==> src/rtl/rng_sop_collector.sv <==
`default_nettype none
// ============================================================================
// Module      : rng_sop_collector
// Description : Samples a raw noise bit every P clocks, optionally applies
//               von Neumann debiasing, and packs the resulting bits
//               MSB-first into SOP_W-bit words behind a one-entry buffer.
// Revision    : 1.0 - initial release
// ============================================================================
module rng_sop_collector #(
  parameter int SOP_W  = 128,
  parameter int SCNT_W = 16
) (
  input  logic              clk,
  input  logic              rst,
  input  logic              rng_en,
  input  logic              vn_en,
  input  logic [SCNT_W-1:0] sample_cnt,
  input  logic              divided_rnd_src,
  input  logic              rd_sop,
  output logic [SOP_W-1:0]  sop_data,
  output logic              sop_valid,
  output logic              rng_busy
);

  localparam int                BCNT_W = $clog2(SOP_W + 1);
  localparam logic [BCNT_W-1:0] C_FULL = BCNT_W'(SOP_W);

  typedef enum logic [1:0] {
    S_IDLE    = 2'd0,
    S_COLLECT = 2'd1,
    S_WAIT    = 2'd2
  } state_t;

  state_t            r_state;
  state_t            w_state_nxt;
  logic [SCNT_W-1:0] r_period;
  logic [SCNT_W-1:0] r_pcnt;
  logic [BCNT_W-1:0] r_bcnt;
  logic [SOP_W-1:0]  r_shreg;
  logic              r_vn_mode;
  logic              r_vn_have;
  logic              r_vn_first;

  logic              w_full;
  logic              w_buf_free;
  logic              w_start;
  logic              w_abort;
  logic              w_xfer;
  logic              w_sample_en;
  logic              w_strobe;
  logic              w_bit_valid;
  logic              w_bit;
  logic [SCNT_W-1:0] w_period_last;

  assign rng_busy = (r_state != S_IDLE);

  // Control decode: transfer, sampling strobe and debiased output bit
  always_comb begin
    w_full        = (r_bcnt == C_FULL);
    w_buf_free    = !sop_valid || rd_sop;
    w_start       = (r_state == S_IDLE) && rng_en;
    w_abort       = (r_state != S_IDLE) && !rng_en;
    w_xfer        = (r_state != S_IDLE) && rng_en && w_full && w_buf_free;
    // A full shreg facing an occupied buffer stalls sampling so no bit is lost
    w_sample_en   = (r_state == S_COLLECT) && rng_en && (!w_full || w_buf_free);
    w_period_last = r_period - SCNT_W'(1);
    w_strobe      = w_sample_en && (r_pcnt == w_period_last);
    w_bit_valid   = 1'b0;
    w_bit         = divided_rnd_src;
    if (w_strobe) begin
      if (!r_vn_mode) begin
        w_bit_valid = 1'b1;
      end else if (r_vn_have) begin
        // Pair 10 -> 1, 01 -> 0: the emitted bit equals the first sample
        w_bit_valid = (r_vn_first != divided_rnd_src);
        w_bit       = r_vn_first;
      end
    end
  end

  // Next-state logic
  always_comb begin
    w_state_nxt = r_state;
    case (r_state)
      S_IDLE: begin
        if (rng_en) w_state_nxt = S_COLLECT;
      end
      S_COLLECT: begin
        if (!rng_en)                     w_state_nxt = S_IDLE;
        else if (w_full && !w_buf_free)  w_state_nxt = S_WAIT;
      end
      S_WAIT: begin
        if (!rng_en)     w_state_nxt = S_IDLE;
        else if (rd_sop) w_state_nxt = S_COLLECT;
      end
      default: w_state_nxt = S_IDLE;
    endcase
  end

  // State register
  always_ff @(posedge clk) begin
    if (rst) r_state <= S_IDLE;
    else     r_state <= w_state_nxt;
  end

  // Sampling datapath: period counter, VN half-pair, shift register, bit count
  always_ff @(posedge clk) begin
    if (rst) begin
      r_period   <= SCNT_W'(1);
      r_pcnt     <= '0;
      r_bcnt     <= '0;
      r_shreg    <= '0;
      r_vn_mode  <= 1'b0;
      r_vn_have  <= 1'b0;
      r_vn_first <= 1'b0;
    end else if (w_start) begin
      r_period   <= (sample_cnt == '0) ? SCNT_W'(1) : sample_cnt;
      r_vn_mode  <= vn_en;
      r_pcnt     <= '0;
      r_bcnt     <= '0;
      r_shreg    <= '0;
      r_vn_have  <= 1'b0;
      r_vn_first <= 1'b0;
    end else if (w_abort) begin
      r_pcnt     <= '0;
      r_bcnt     <= '0;
      r_shreg    <= '0;
      r_vn_have  <= 1'b0;
      r_vn_first <= 1'b0;
    end else begin
      if (w_sample_en) r_pcnt <= w_strobe ? '0 : r_pcnt + SCNT_W'(1);
      if (w_strobe && r_vn_mode) begin
        r_vn_have <= !r_vn_have;
        if (!r_vn_have) r_vn_first <= divided_rnd_src;
      end
      // On a transfer the count restarts, absorbing any bit taken that cycle
      if (w_xfer)           r_bcnt <= w_bit_valid ? BCNT_W'(1) : '0;
      else if (w_bit_valid) r_bcnt <= r_bcnt + BCNT_W'(1);
      if (w_bit_valid) r_shreg <= {r_shreg[SOP_W-2:0], w_bit};
    end
  end

  // One-entry output buffer; only reset clears the data word
  always_ff @(posedge clk) begin
    if (rst) begin
      sop_data  <= '0;
      sop_valid <= 1'b0;
    end else if (w_xfer) begin
      sop_data  <= r_shreg;
      sop_valid <= 1'b1;
    end else if (rd_sop && sop_valid) begin
      sop_valid <= 1'b0;
    end
  end

endmodule
`default_nettype wire

==> config.mk <==
export PLATFORM = sky130hd
export DESIGN_NAME = rng_sop_collector
export DESIGN_NICKNAME = d
export VERILOG_FILES = /design/src/rtl/rng_sop_collector.sv
export SDC_FILE = /design/constraint.sdc
export NUM_CORES = 1
export LEC_CHECK = 0
export BUFFER_PORTS_ARGS = -buffer_cell sky130_fd_sc_hd__buf_2
export CORE_ASPECT_RATIO = 1.5
export CORE_UTILIZATION = 37
export DETAILED_ROUTE_END_ITERATION = 16
export GPL_TIMING_DRIVEN = 0
export SLEW_MARGIN = 20
export SYNTH_ARGS = -nofsm -noshare
export SYNTH_HDL_FRONTEND = slang
export SYNTH_SLANG_ARGS = --single-unit
==> constraint.sdc <==
create_clock -name clk -period 2.9 [get_ports clk]
set_input_delay 0.145 -clock clk [delete_from_list [all_inputs] [get_ports clk]]
set_output_delay 0.145 -clock clk [all_outputs]
set_load 0.05 [all_outputs]
## Word level (Yosys, flattened, before mapping)

Index checks and enable logic that the tools add are counted.

| word-level totals | value |
|---|---|
| bits in registers | 302 |
| bits of input ports | 22 |
| output and inout bits | 130 |
| word-level logic and storage cells | 65 |

| operators by class | value |
|---|---|
| add/subtract/negate cells | 3 |
| equality and inequality tests | 8 |
| multiplexer cells | 19 |
| reduce and logical (&&, ||, !) cells | 25 |

Operators with widths:

| operator | count |
|---|---|
| $mux 16 | 2 |
| $add 16x1->16 const B | 1 |
| $eq 16x16->1 | 1 |
| $logic_not 16->1 | 1 |
| $mux 8 | 2 |
| $sub 16x1->16 const B | 1 |
| $logic_and 1x1->1 | 11 |
| $mux 2 | 5 |
| $mux 1 | 9 |
| $add 8x1->8 const B | 1 |
| $eq 8x8->1 const B | 1 |
| $pmux 2 s3 | 1 |
| $reduce_bool 2->1 | 3 |
| $logic_not 1->1 | 5 |
| $ne 3x2->1 const B | 1 |
| $ne 3x3->1 const B | 1 |
| $reduce_and 3->1 | 1 |
| $reduce_or 3->1 | 1 |
| $eq 2x1->1 const B | 1 |
| $eq 2x2->1 const B | 1 |
| $logic_not 2->1 | 1 |
| $logic_or 1x1->1 | 2 |
| $ne 2x2->1 const B | 1 |
| $ne 1x1->1 | 1 |

## Depth between registers and ports, before layout

Gate-level depths: netlist (run 1).

| logic depth | value |
|---|---|
| word-level depth | 8 |
| gate-level depth with buffers | 14 |
| gate-level depth less buffers | 9 |

## Worst setup path after synthesis (run 1)

No wires, ideal clock.

| timing | value |
|---|---|
| path type | reg2reg |
| from | register r_period[0] |
| to | register r_shreg[100] |
| library setup time | 70 ps |
| arrival | 2967 ps |
| data required time | 2830 ps |
| slack | -137 ps |
| cell stages (with the launch flop) | 14 |
| path buffers | 4 |
| period minus slack after synthesis | 3037 ps |
| path through | dfxtp_1 -> buf_2 -> inv_1 -> ha_1 -> or3b_2 -> clkbuf_1 -> or4_1 -> o32ai_1 -> a2111oi_2 -> nand4_1 -> clkbuf_1 -> clkbuf_1 -> nand2_1 -> a21oi_1 |

| between the ends | value |
|---|---|
| word-level cells in the longest chain between the ends | 4 |

Ends and longest elaborated chain:

| item | RTL line | RTL |
|---|---|---|
| from (decl) | 36 | `logic [SCNT_W-1:0] r_period;` |
| from (signal assigned) | 117 | `r_period <= (sample_cnt == '0) ? SCNT_W'(1) : sample_cnt;` |
| $sub 16x1->16 | 66 | `w_period_last = r_period - SCNT_W'(1);` |
| $eq 16x16->1 | 67 | `w_strobe = w_sample_en && (r_pcnt == w_period_last);` |
| $logic_and 1x1->1 | 67 |  |
| $mux 1 | 70 | `if (w_strobe) begin` |
| to (signal assigned) | 139 | `if (w_bit_valid) r_shreg <= {r_shreg[SOP_W-2:0], w_bit};` |
| to (decl) | 39 | `logic [SOP_W-1:0] r_shreg;` |

Every way passes these cells.
A chain may end at the register's enable or synchronous reset.

## Worst setup path in the final report (run 1)

| timing | value |
|---|---|
| from | register r_period[1] |
| to | register r_bcnt[4] |

| between the ends | value |
|---|---|
| word-level cells in the longest chain between the ends | 5 |

Ends and longest elaborated chain:

| item | RTL line | RTL |
|---|---|---|
| $sub 16x1->16 | 66 |  |
| $eq 16x16->1 | 67 |  |
| $logic_and 1x1->1 | 67 |  |
| $mux 1 | 70 |  |
| $reduce_bool 2->1 (no source line) | -- |  |
| to (signal assigned) | 137 | `if (w_xfer) r_bcnt <= w_bit_valid ? BCNT_W'(1) : '0;` |
| to (signal assigned) | 138 | `else if (w_bit_valid) r_bcnt <= r_bcnt + BCNT_W'(1);` |
| to (decl) | 38 | `logic [BCNT_W-1:0] r_bcnt;` |

Every way passes these cells.

==> results of run 1 <==
-- per-stage QoR --
step	instances	total power [mW]	worst slack, ns	area (um^2)
3_3_place_gp	2010	4.64	-0.508	12700
4_1_cts	2090	8.91	-0.109	14200
5_1_grt	2095	9.14	-0.127	14700
6_report	2095	8.83	-0.0528	14700
2_1_floorplan	1460	4.52	-0.0495	11400
3_5_place_dp	2010	4.64	-0.626	12700
-- power groups by stage --
| stage | sequential, mW | combinational [mW] | clock, mW |
|---|---|---|---|
| after floorplan | 4.27 | 0.250 | 0 |
| after global placement | 4.28 | 0.360 | 0 |
| after detailed placement | 4.28 | 0.363 | 0 |
| after CTS | 4.19 | 0.406 | 4.32 |
| after global routing | 4.19 | 0.477 | 4.48 |
| final | 4.19 | 0.436 | 4.21 |
-- metal layers --
metal,wire length (um),part of all wire (%)
met3,1350,4.4
met2,16300,53
met1,12300,40
met4,913,3.0
met5,0,0
-- worst paths after layout --
check | end | slack [ns] | depth (start not counted)
worst max register to register | r_bcnt[4]$_SDFFE_PP0P_ | -0.05 | 9
worst max-delay path | r_bcnt[4]$_SDFFE_PP0P_ | -0.05 | 9
worst min register to register | sop_data[126]$_SDFFE_PP0P_ | 0.45 | 2
worst min-delay path | r_period[7]$_SDFFE_PP0P_ | 0.40 | 4
-- worst max-delay path, stage by stage, from the launching register on --
cell       delay, ns
dfxtp_4         0.35
or4_4           0.55
or4b_1          0.48
a21o_1          0.22
a2111oi_4       0.31
nand4_1         0.16
buf_6           0.18
buf_6           0.13
or3_4           0.36
a21oi_2         0.14
-- cells by family after synthesis --
logic type | after synthesis | share of synthesized area, %
buf+inv | 115 | 4.03
flops | 302 | 53.3
fa+ha+maj | 4 | 0.441
xor+xnor | 36 | 2.90
mux | 1 | 0.0882
compound gates | 318 | 14.7
simple gates | 684 | 24.6
-- sequential cells by signal, summed over array words and instances, names as in the netlist --
signal / flops
r_shreg: 128
sop_data: 128
r_pcnt: 16
r_period: 16
r_bcnt: 8
r_state: 2
r_vn_first: 1
r_vn_have: 1
r_vn_mode: 1
sop_valid: 1
-- cell type report --
class                      instances  area [um^2]
buffer                            99          633
clock buffer                      45          868
fill                            3005        15600
tap                              400          500
sequential                       302         6050
timing repair buffer             184         1120
antenna                            1         2.50
inverter                          11         41.3
clock inverter                    10          208
multi-input combinational       1043         5270
-- Yosys cell counts, drive strengths merged, types with 3 or more instances --
cell type    n  area (um^2)
and3         5         31.3
or3b         3         26.3
or3          7         43.8
nor3b        4         30.0
inv         11         41.3
clkbuf      84          315
ha           4         50.1
dfxtp      302         6050
a21oi      286         1430
xnor2       18          158
nand2      561         2110
nor3         9         45.0
o21ai       12         60.1
nor4        10         62.6
nor2b        3         18.8
nor2        42          158
xor2        17          149
and2         3         18.8
nand2b       4         25.0
buf         20          100
nand3        8         40.0
or4          6         45.0
nand4       12         75.1
-- repair_timing --
action                     4_1_cts  5_1_grt
setup endpoints to repair      251      267
cloned                           1        3
resized for setup               60      126
hold endpoints to repair        21        0
setup buffers                    7        2
pin swaps                        9       43
hold buffers                    21        0
==> impl_metrics.toml, run 1 <==
[run_status]
run_status = "complete, but fails checks"
violations = "negative setup slack"

[power]
ir_worst_vdd_v = 0.000408
p_per_area_nw_per_um2 = 601
power.share.combinational_pct = 4.9
leakage_nw = 5.36
p_clk_share_pct = 47.6
p_switching_mw = 1.92
swShare_pct = 21.7
seqPwrFrac_pct = 47.4
internal-power_mw = 6.91

[finish]
final_common_cell = "nand2_1"
area_delta_synth_final_pct = 29.5
drive_above_1_share_pct = 20.2
final_core_util_pct = 48.6
fin_nets = 1697
final_cell_mix = "544 x nand2_1, 299 x dfxtp_1, 241 x a21oi_1"

[setup_path]
critPathLaunch = "r_period[1]$_SDFFE_PP0P_"
end_kind = "flip-flop"
start_kind = "flip-flop"
crit_type = "reg -> reg"
r2r_start = "r_period[1]$_SDFFE_PP0P_"
cp_max_fo = 5
worst-endpoint-required_ns = 3.38
arrival_ns = 3.44

[sta]
post-route-min-period_ns = 2.95
slew_headroom_pct = 50.9
timing.final.ws_setup_ns = -0.0528
rsz0062_at_grt = "true"
setup_viol = 55
worst-slew-pin-transition_ns = 0.737
tns_ns = -0.657
finalCritPeriodShare_pct = 102
skew_ns = 0.00667
hold_slack_ns = 0.398
fmax_ghz = 0.339
finalHoldViolations = 0
finalMaxSlewViolations = 0

[hold_path]
hp-class = "in -> reg"
hold_path.startpoint = "sample_cnt[7]"

[floorplanning]
start_util_pct = 37.5
placementRows = 78
io_pins = 152
die_width_um = 145
die_h_um = 216
core-area_um2 = 30300
die_area_um2 = 31400

[clock_tree]
root_buffer = "clkbuf_16"
cts_tree = "yes"
cts.clk_slew.worst_paths_ns = 0.06
clock_path_buffers = 3
clk_latency_ns = 0.55
cts_max_level = 1
numCtsBuffers = 30
clock_sinks = 302

[global_routing]
top_usage_layer = "met2"
antenna_found_initial = 1
grt-ovfl-total = 0
use_met3_pct = 3.41
grt_use_total_pct = 18.9
grt_max_degree = 15
grt_pass1_wl_mm = 48.5
grt_use_met2_pct = 35.7
first_global_vias = 9840
use_met1_pct = 20.5

[yosys]
synthFlopType = "dfxtp_1"
synth_edf_count = 0
async_flop_share_pct = 0
netlist_instances = 1460
syn_area_um2 = 11300
ys_seq_area_share_pct = 53.3
synth_nets = 1486
syn_area_per_cell_um2 = 7.77
ys_ff_latch = 302
synth_cell_types = 51
yosys_warnings = 0

[placed_design]
hpwlAfterDp_mm = 21.3
place.port_buffers = 150
place_congestion = 0.823

[job]
max_cap_violations = 0

[route]
finalWirelength_mm = 30.8
num_vias = 10241
via_per_inst = 4.89
drt_iter0_markers = 308
ant_nets = 0
wl_per_cell_um = 14.7
dr.pass1.iters = 4
remaining_drc_errors = 0
Power figures use the tool's default switching activity.
==> run 2: changes to the inputs <==
CTS_BUF_LIST = sky130_fd_sc_hd__clkbuf_4   (was unset)
==> impl_metrics.toml, run 2 (same netlist as run 1, synthesis figures left out) <==
[run_status]
run_status = "complete, but fails checks"
violations = "negative setup slack"

[sta]
finalMaxSlewViolations = 0
post-route-min-period_ns = 2.99
hold_slack_ns = 0.269
setup_viol = 134
rsz0062_at_grt = "true"
finalHoldViolations = 0
worst-slew-pin-transition_ns = 0.743
slew_headroom_pct = 50.5
skew_ns = 0.0436
fmax_ghz = 0.334
timing.final.ws_setup_ns = -0.0934
finalCritPeriodShare_pct = 103

[global_routing]
grt_use_total_pct = 19.5
use_met1_pct = 20.5
top_usage_layer = "met2"
use_met3_pct = 4.93
grt_pass1_wl_mm = 49.4
grt_max_degree = 11
grt-ovfl-total = 0
antenna_found_initial = 3
first_global_vias = 10286
grt_use_met2_pct = 35.8

[clock_tree]
cts_max_level = 3
clk_latency_ns = 0.71
clock_path_buffers = 3
clock_sinks = 302
cts.clk_slew.worst_paths_ns = 0.07
numCtsBuffers = 74
cts_tree = "yes"
root_buffer = "clkbuf_4"

[route]
finalWirelength_mm = 32.0
ant_nets = 0
remaining_drc_errors = 0
drt_iter0_markers = 330
num_vias = 10638
wl_per_cell_um = 14.7
via_per_inst = 4.88
dr.pass1.iters = 4

[hold_path]
hold_path.startpoint = "vn_en"
hp-class = "in -> reg"

[setup_path]
slowest_delay_ns = 0.56
start_kind = "flip-flop"
worst-endpoint-required_ns = 3.52
critPathLaunch = "r_period[0]$_SDFFE_PP1P_"
arrival_ns = 3.61
crit_type = "reg -> reg"
cp_common_cell = "clkbuf_16"
end_kind = "flip-flop"
crit_chain = "or4_4 -> or4b_1 -> a21o_1 -> a2111oi_4 -> and4_1 -> buf_6 -> clkbuf_16 -> clkbuf_16 -> nand2_1 -> a21oi_1"
cp_max_fo = 7
r2r_start = "r_period[0]$_SDFFE_PP1P_"
crit_path_top_delay_cell = "or4_4"

[power]
p_per_area_nw_per_um2 = 540
leakage_nw = 5.90
ir_worst_vdd_v = 0.000302

[finish]
fin_nets = 1752
final_cell_mix = "509 x nand2_1, 299 x dfxtp_1, 222 x a21oi_1"
fillers = 3021
final_cells = 2182
final_common_cell = "nand2_1"
reg.largest.list = "r_shreg (128), sop_data (128)"
drive_above_1_share_pct = 26.8
final_core_util_pct = 49.9
area_delta_synth_final_pct = 33.0

[placed_design]
hpwlAfterDp_mm = 21.3
place.port_buffers = 150
place_inst = 2010
place_congestion = 0.823
dp_slack_ns = -0.626

[floorplanning]
start_util_pct = 37.5
core-area_um2 = 30300
die_area_um2 = 31400
die_width_um = 145
placementRows = 78
die_h_um = 216
io_pins = 152

[job]
max_cap_violations = 0
## run 2: cell types whose count changed in the layout (fill, tap and decap cells not counted), sizes merged
cell,previous run,this run
clkbuf,122,195
buf,185,188
diode,1,4
dlygate4sd3,21,22
bufinv,6,1
inv,12,13
clkinv,3,14
## run 2: report_power, final
| part | switching, mW | internal (mW) |
|---|---|---|
| registers | 0.0270 | 4.16 |
| clock network | 1.67 | 1.83 |
| logic | 0.298 | 0.157 |
## run 2: layer usage
layer / vias to the layer above / part of all wire [%]
met5: - / 0
met4: 0 / 3.2
met3: 68 / 4.5
met2: 217 / 53
met1: 4974 / 39
li1: 5379 / -
## run 2: metrics by stage
stage               cell area (um^2)  setup TNS, ns  power, mW
floorplan                      11400        -0.0611       4.52
global route                   15100         -15.93       8.53
CTS                            14100          -8.04       8.21
detailed placement             12700        -115.88       4.64
finish                         15100          -6.64       8.14
global placement               12700        -105.10       4.64
## run 2: worst max-delay path: cells and delay by family, from the launching register on
kind	cells	cell delay (ns)
flops	1	0.36
compound gates	3	0.65
simple gates	4	1.38
buf+inv	3	0.50
## run 2: timing repair
| action | CTS | global route |
|---|---|---|
| cloned | 1 | 12 |
| hold endpoints to repair | 24 | 0 |
| endpoints found under the setup margin | 251 | 247 |
| gates resized for setup | 63 | 205 |
| hold buffers | 22 | 0 |
| buffers inserted | 10 | 1 |
| pin swaps | 17 | 83 |
## run 2: cell type report
class | instances | area [um^2] | share of cell area [%]
tap | 400 | 500 | 3.32
multi-input combinational | 1043 | 5560 | 36.8
sequential | 302 | 6050 | 40.1
timing repair buffer | 196 | 1350 | 8.97
clock inverter | 17 | 90.1 | 0.597
antenna | 4 | 10.0 | 0.0663
inverter | 11 | 41.3 | 0.274
buffer | 98 | 648 | 4.30
clock buffer | 111 | 833 | 5.52
## run 2: path summary, 6_finish.rpt
check | to | slack (ns) | depth (start not counted)
max reg2reg | r_shreg[88]$_SDFFE_PP0P_ | -0.09 | 10
min | r_vn_mode$_SDFFE_PP0P_ | 0.27 | 4
min reg2reg | sop_data[126]$_SDFFE_PP0P_ | 0.45 | 2
max | r_shreg[88]$_SDFFE_PP0P_ | -0.09 | 10
